$ cat src/rtl/sigmoid_lut_loader.sv
// rtl/sigmoid_lut_loader.sv - sigmoid segment table loader with combinational base/next reads
// Optional checksum stage enabled by defining SIGMOID_LUT_CHECKSUM_EN.
module sigmoid_lut_loader #(
    parameter int ENTRIES = 17,
    parameter int WIDTH   = 8
) (
    input  logic                    i_clk,
    input  logic                    i_rst_n,
    input  logic                    i_start,
    input  logic                    i_abort,
    input  logic                    i_wr_valid,
    input  logic signed [WIDTH-1:0] i_wr_data,
    output logic                    o_wr_ready,
    input  logic [3:0]              i_address,
    output logic signed [WIDTH-1:0] o_base,
    output logic signed [WIDTH-1:0] o_next_data,
    output logic                    o_loaded,
    output logic                    o_busy,
    output logic                    o_error
);

    localparam int CW = $clog2(ENTRIES);
    localparam logic [CW-1:0] LAST_IDX = CW'(ENTRIES - 1);

`ifdef SIGMOID_LUT_CHECKSUM_EN
    typedef enum logic [1:0] {S_IDLE, S_LOAD, S_CHECK} state_t;
`else
    typedef enum logic [1:0] {S_IDLE, S_LOAD} state_t;
`endif

    state_t                  r_state;
    logic [CW-1:0]           r_count;
    logic signed [WIDTH-1:0] r_table [ENTRIES];
    logic                    r_loaded;
    logic                    r_busy;
    logic                    r_wr_ready;
`ifdef SIGMOID_LUT_CHECKSUM_EN
    logic [WIDTH-1:0]        r_sum;
    logic                    r_error;
`endif

    logic                    w_hs;
    logic [CW-1:0]           w_idx_base;
    logic [CW-1:0]           w_idx_next;

    assign w_hs       = i_wr_valid & r_wr_ready;
    // Index is one bit wider than the address so address 15 reaches the end-point entry.
    assign w_idx_base = CW'(i_address);
    assign w_idx_next = CW'(i_address) + CW'(1);

    assign o_base      = r_table[w_idx_base];
    assign o_next_data = r_table[w_idx_next];
    assign o_wr_ready  = r_wr_ready;
    assign o_busy      = r_busy;
    assign o_loaded    = r_loaded;
`ifdef SIGMOID_LUT_CHECKSUM_EN
    assign o_error     = r_error;
`else
    assign o_error     = 1'b0;
`endif

    always_ff @(posedge i_clk or negedge i_rst_n) begin
        if (!i_rst_n) begin
            r_state    <= S_IDLE;
            r_count    <= '0;
            r_loaded   <= 1'b0;
            r_busy     <= 1'b0;
            r_wr_ready <= 1'b0;
            for (int i = 0; i < ENTRIES; i++) begin
                r_table[i] <= '0;
            end
`ifdef SIGMOID_LUT_CHECKSUM_EN
            r_sum      <= '0;
            r_error    <= 1'b0;
`endif
        end else begin
            case (r_state)
                S_IDLE: begin
                    if (i_start) begin
                        r_state    <= S_LOAD;
                        r_count    <= '0;
                        r_loaded   <= 1'b0;
                        r_busy     <= 1'b1;
                        r_wr_ready <= 1'b1;
`ifdef SIGMOID_LUT_CHECKSUM_EN
                        r_sum      <= '0;
                        r_error    <= 1'b0;
`endif
                    end
                end

                S_LOAD: begin
                    // Abort wins over a same-cycle handshake; written entries are kept.
                    if (i_abort) begin
                        r_state    <= S_IDLE;
                        r_loaded   <= 1'b0;
                        r_busy     <= 1'b0;
                        r_wr_ready <= 1'b0;
                    end else if (w_hs) begin
                        r_table[r_count] <= i_wr_data;
                        r_count          <= r_count + CW'(1);
`ifdef SIGMOID_LUT_CHECKSUM_EN
                        r_sum            <= r_sum + $unsigned(i_wr_data);
                        if (r_count == LAST_IDX) begin
                            r_state <= S_CHECK;
                        end
`else
                        if (r_count == LAST_IDX) begin
                            r_state    <= S_IDLE;
                            r_loaded   <= 1'b1;
                            r_busy     <= 1'b0;
                            r_wr_ready <= 1'b0;
                        end
`endif
                    end
                end

`ifdef SIGMOID_LUT_CHECKSUM_EN
                S_CHECK: begin
                    if (i_abort) begin
                        r_state    <= S_IDLE;
                        r_loaded   <= 1'b0;
                        r_busy     <= 1'b0;
                        r_wr_ready <= 1'b0;
                    end else if (w_hs) begin
                        r_state    <= S_IDLE;
                        r_busy     <= 1'b0;
                        r_wr_ready <= 1'b0;
                        if ($unsigned(i_wr_data) == r_sum) begin
                            r_loaded <= 1'b1;
                            r_error  <= 1'b0;
                        end else begin
                            r_loaded <= 1'b0;
                            r_error  <= 1'b1;
                        end
                    end
                end
`endif

                default: begin
                    r_state    <= S_IDLE;
                    r_busy     <= 1'b0;
                    r_wr_ready <= 1'b0;
                end
            endcase
        end
    end

endmodule

$ cat config.mk
export PLATFORM = sky130hd
export DESIGN_NAME = sigmoid_lut_loader
export DESIGN_NICKNAME = d
export VERILOG_FILES = /design/src/rtl/sigmoid_lut_loader.sv
export SDC_FILE = /design/constraint.sdc
export NUM_CORES = 1
export LEC_CHECK = 0
export ABC_AREA = 1
export CELL_PAD_IN_SITES_DETAIL_PLACEMENT = 1
export CELL_PAD_IN_SITES_GLOBAL_PLACEMENT = 2
export CORE_MARGIN = 3
export CORE_UTILIZATION = 32
export CTS_CLUSTER_SIZE = 8
export DETAILED_ROUTE_END_ITERATION = 12
export PLACE_DENSITY_LB_ADDON = 0.1
export SLEW_MARGIN = 10
export SYNTH_ARGS = -nofsm -noshare
export SYNTH_HDL_FRONTEND = slang
export SYNTH_SLANG_ARGS = --single-unit
$ cat constraint.sdc
create_clock -name i_clk -period 1.8 [get_ports i_clk]
set_input_delay 0.36 -clock i_clk [delete_from_list [all_inputs] [get_ports i_clk]]
set_output_delay 0.36 -clock i_clk [all_outputs]
set_load 0.01 [all_outputs]
==> Yosys cells after proc, flatten, opt, wreduce, memory -nomap -nowiden <==
Index checks and enable logic that the tools add are counted.
{ "op_classes": {"add_sub_neg": 2, "order_cmp": 4, "eq_ne": 7, "muxes": 28, "bitwise_logic": 5, "n_reduce_logical": 7} }
{ "ops": {"columns": ["cell", "count"], "rows": [
  ["bitwise mux 136 bit", 1],
  ["binary-select mux 8 bit (select 5 bit)", 2],
  ["demux 8 bit (select 5 bit)", 1],
  ["two-way mux 8 bit", 5],
  ["greater-or-equal comparator 6 bit (second input constant)", 3],
  ["two-way mux 5 bit", 3],
  ["NOT 5 -> 6 bit", 2],
  ["one-hot mux 5 bit (2 select lines)", 1],
  ["two-way mux 1 bit", 8],
  ["two-way mux 2 bit", 4],
  ["AND reduction 4 bit", 2],
  ["less-than comparator 6 x 1 -> 1 bit (second input constant)", 1],
  ["!= test 2 bit (second input constant)", 3],
  ["!= test 3 bit (second input constant)", 2],
  ["NOT 4 -> 6 bit", 1],
  ["AND reduction 3 bit", 2],
  ["adder 4 x 1 -> 5 bit (second input constant)", 1],
  ["adder 5 x 1 -> 5 bit (second input constant)", 1],
  ["equality test 5 bit (second input constant)", 1],
  ["one-hot mux 1 bit (2 select lines)", 2],
  ["one-hot mux 2 bit (2 select lines)", 1],
  ["equality test 2 x 1 -> 1 bit (second input constant)", 1],
  ["zero test 2 bit", 1],
  ["nonzero test 2 bit", 1],
  ["other kinds (3)", 3]
]} }
{ "word_totals": {"register_bits": 145, "elab_cells": 74} }

==> Longest topological paths before layout <==
{ "depth": {"word_depth": 6, "depth_mapped": 10, "ltp_nobuf": 9} }

==> Worst setup path after synthesis <==
Ideal clock, no wire load.
{ "synth_path": {"path_kind": "input -> output", "start": "input i_address[0]", "end": "output o_next_data[1]", "arrival_time_ns": 1.617, "t_required_ns": 1.440, "path_slack_ns": -0.177, "path_stages": 10, "n_path_buf": 2, "cell_sequence": "ha_1 clkbuf_1 inv_1 clkbuf_1 nand3_1 nand3_1 nand3_1 nand2_1 nand2_1 nand2_1"} }
{ "synth_via": {"elab_chain_len": 5} }
{ "synth_rtl": {"columns": ["item", "line", "text"], "rows": [
  ["start, declared", "14", "input logic [3:0] i_address,"],
  ["adder 4 x 1 -> 5 bit", "49", "assign w_idx_next = CW'(i_address) + CW'(1);"],
  ["NOT 5 -> 6 bit (not written as such)", "52", "assign o_next_data = r_table[w_idx_next];"],
  ["binary-select mux 8 bit (select 5 bit)", "52", null],
  ["two-way mux 8 bit (not written as such) (2 in series)", "52", null],
  ["end, declared", "16", "output logic signed [WIDTH-1:0] o_next_data,"]
]} }
Every way passes these cells. The select of a mux whose other input is x is not followed.

==> Worst setup path in the final report <==
{ "layout_path": {"start": "input i_address[1]", "end": "output o_base[2]"} }
{ "layout_via": {"elab_chain_len": 4} }
{ "layout_rtl": {"columns": ["item", "line", "text"], "rows": [
  ["NOT 4 -> 6 bit (not written as such)", "51", "assign o_base = r_table[w_idx_base];"],
  ["binary-select mux 8 bit (select 5 bit)", "51", null],
  ["two-way mux 8 bit (not written as such) (2 in series)", "51", null],
  ["end, declared", "15", "output logic signed [WIDTH-1:0] o_base,"]
]} }
Every way passes these cells. The select of a mux whose other input is x is not followed.

==> impl_metrics.env <==
export IMPL_status="finished, violations left"
export IMPL_violations="setup timing"
export IMPL_crit_path_max_incr_delay_ns=0.20
export IMPL_multi_input_area_um2=4497
export IMPL_register_area_um2=3580
export IMPL_postSynthAreaPerCell_um2=7.129
export IMPL_clk_path_buf_depth=2
export IMPL_hp_class="in -> async"
export IMPL_syn_to_final_growth_pct=45.85
export IMPL_grt_usage_pct=25.78
export IMPL_syn_num_nets=1183
export IMPL_drive_above_1_share_pct=28.56
export IMPL_place_hpwl_um=23790
export IMPL_drv_cap=0
export IMPL_critical_path_max_fanout=5
export IMPL_post_place_ws_ns=-1.143
export IMPL_drc=0
export IMPL_layout_commonest_cell="nand2_1"
export IMPL_seq_area_frac_synth_pct=43.24
export IMPL_crit_chain="buf_8, buf_6, clkinvlp_4, buf_12, buf_16, buf_8, a21oi_2, o21ai_1, nand3_1, nand3_1, nand2_1, buf_2"
export IMPL_max_freq_mhz=474.4
export IMPL_drt_total_wl_um=35350
export IMPL_netlist_area_um2=8277
export IMPL_antenna_cells=0
export IMPL_syn_inst=1161
export IMPL_portBuffers=35
export IMPL_fp_coreArea_um2=25330
export IMPL_ys_ff_latch=143
export IMPL_worst_setup_path_type="in -> out"
export IMPL_dieArea_um2=27830
export IMPL_avgViaCountPerCell=5.198
export IMPL_top_layer_used="met4"
export IMPL_grt_overflow=0
export IMPL_clock_sinks=143
export IMPL_worstPathRequired_ns=1.44
export IMPL_finalCritPeriodShare_pct=117.1
export IMPL_leakagePower_nw=5.553
export IMPL_post_drt_wl_per_cell_um=21.43
export IMPL_finalHoldViolations=0
export IMPL_drt_iter0_markers=573
export IMPL_cts_tree="yes"
export IMPL_start_util_pct=32.68
export IMPL_grt_max_degree=43
export IMPL_ios=37
export IMPL_yosys_warnings=0
export IMPL_setup_tns_final_ns=-4.291
export IMPL_grt_pass1_wl_um=55060
export IMPL_critical_path_top_delay_family="buffers and inverters"
export IMPL_num_rows=58
export IMPL_numCtsBuffers=17
export IMPL_clkTransAtPathRegs_ns=0.07
export IMPL_setup_viol=16
export IMPL_crit_buf_inv=7
export IMPL_cts_root_buffer="clkbuf_16"
export IMPL_fin_ws_ns=-0.3080
export IMPL_gp_congestion=0.8465
export IMPL_cp_arrival_ns=1.75
export IMPL_antenna_left=0
export IMPL_num_nets_final=1329
export IMPL_rsz0062_at_grt="yes"
export IMPL_vias=8577
export IMPL_grt_pass1_vias=8752
export IMPL_fin_skew_ns=0.01229
export IMPL_cp_end_kind="primary output"
export IMPL_nFillCells=3011
export IMPL_ir_worst_vdd_mv=0.5491
export IMPL_drt_pass1_iter_count=5
export IMPL_drt_met1_wl_um=16950
export IMPL_min_period_ns=2.108
export IMPL_power_total_mw=10.92
export IMPL_synth_cell_type_count=30
export IMPL_clkLatencyLatePin_ns=0.44
export IMPL_wl_met3_um=1360
export IMPL_final_cell_mix="nand2_1 (292), o21ai_0 (159), inv_1 (143)"
export IMPL_wl_met2_um=16640
export IMPL_die_h_um=166.8
export IMPL_crit_path_top_delay_cell="buf_12"
export IMPL_htree_levels=4
export IMPL_cellPowerDensity_nw_per_um2=904.8
export IMPL_final_max_slew_viol_count=0
export IMPL_startpoint_type="primary input"
export IMPL_chipWidth_um=166.8
export IMPL_grt_antenna_before_repair=0
==> report_power, final <==
group / switching (mW) / internal [mW] / total [mW]
clock: 1.77 / 1.99 / 3.76
sequential: 0.243 / 3.71 / 3.95
combinational: 1.90 / 1.31 / 3.21
==> cell families (layout without fill, tap and decap cells) <==
family	Yosys count	in the layout	synth area share, %
simple gates	508	508	27.48
compound gates	271	271	16.45
flops	143	143	43.24
other cells	1	1	0.04531
xor+xnor	4	4	0.6954
buf+inv	229	388	11.34
fa+ha+maj	5	5	0.7559
==> per-stage QoR <==
stage / instance area (µm²) / hold slack (ns) / utilization [%] / instances
2_1_floorplan: 8299 / 0.06441 / - / 1161
3_3_place_gp: 10090 / 0.3401 / 39.83 / 1587
3_5_place_dp: 10090 / 0.3366 / 39.83 / 1587
4_1_cts: 11840 / 0.4378 / 46.74 / 1657
5_1_grt: 12070 / 0.4655 / 47.66 / 1650
6_report: 12070 / 0.4313 / 47.66 / 1650
==> layer usage <==
layer  up-vias  GRT usage, %
li1       4054             -
met4         0         4.986
met5         -             0
met3        33         3.822
met2       189         41.38
met1      4301         37.33
==> path summary, 6_finish.rpt <==
path	from	end	slack, ns	cells after the start
worst max-delay path	i_address[1]	o_base[2]	-0.31	12
worst min-delay path	i_rst_n	r_table[128]$_DFFE_PN0P_	0.43	2
worst max register to register	r_count[4]$_DFFE_PN0P_	r_table[74]$_DFFE_PN0P_	0.18	6
worst min register to register	r_table[1]$_DFFE_PN0P_	r_table[1]$_DFFE_PN0P_	0.50	2
max in group asynchronous	i_rst_n	r_table[102]$_DFFE_PN0P_	0.76	3
min in group i_clk	r_table[1]$_DFFE_PN0P_	r_table[1]$_DFFE_PN0P_	0.50	2
==> layout make-up <==
type	count	share of cell area, %
Multi-Input combinational cell	789	37.25
Inverter	153	4.985
Sequential cell	143	29.65
Clock inverter	15	1.368
Clock buffer	17	3.524
Timing Repair Buffer	203	19.80
Tap cell	330	3.420
==> repair_timing <==
item,in CTS,in global routing
setup buffers,25,0
endpoints found under the setup margin,18,25
cloned,13,0
hold buffers,1,0
pin swaps,45,46
gates resized for setup,238,87
hold endpoints to repair,35,0
==> cell usage after synthesis <==
cell / number / area share, %
nor3_2: 2 / 0.24
buf_1: 11 / 0.50
clkbuf_1: 35 / 1.6
o21ai_1: 10 / 0.60
conb_1: 1 / 0.045
nand3_1: 175 / 11
dfrtp_1: 143 / 43
nor2_4: 13 / 1.8
xnor2_2: 1 / 0.20
nor2_2: 1 / 0.076
o31ai_1: 1 / 0.091
inv_2: 4 / 0.18
o21ai_0: 194 / 12
clkinv_1: 1 / 0.045
buf_2: 15 / 0.91
inv_1: 148 / 6.7
nand2_1: 305 / 14
a21boi_0: 1 / 0.091
xor2_1: 1 / 0.11
nand2_4: 1 / 0.14
nand3_2: 2 / 0.24
nor3_1: 3 / 0.18
xor2_2: 2 / 0.39
nand2_2: 4 / 0.30
ha_1: 5 / 0.76
nor2_1: 1 / 0.045
a21oi_1: 65 / 3.9
nand4_1: 1 / 0.076
buf_4: 14 / 1.3
buf_6: 1 / 0.14
==> flip-flops by register name, summed over array words and instances, names as in the netlist <==
name and flops:
o_loaded 1, r_table 136, r_count 5, o_wr_ready 1
Power figures use the tool's default switching activity.
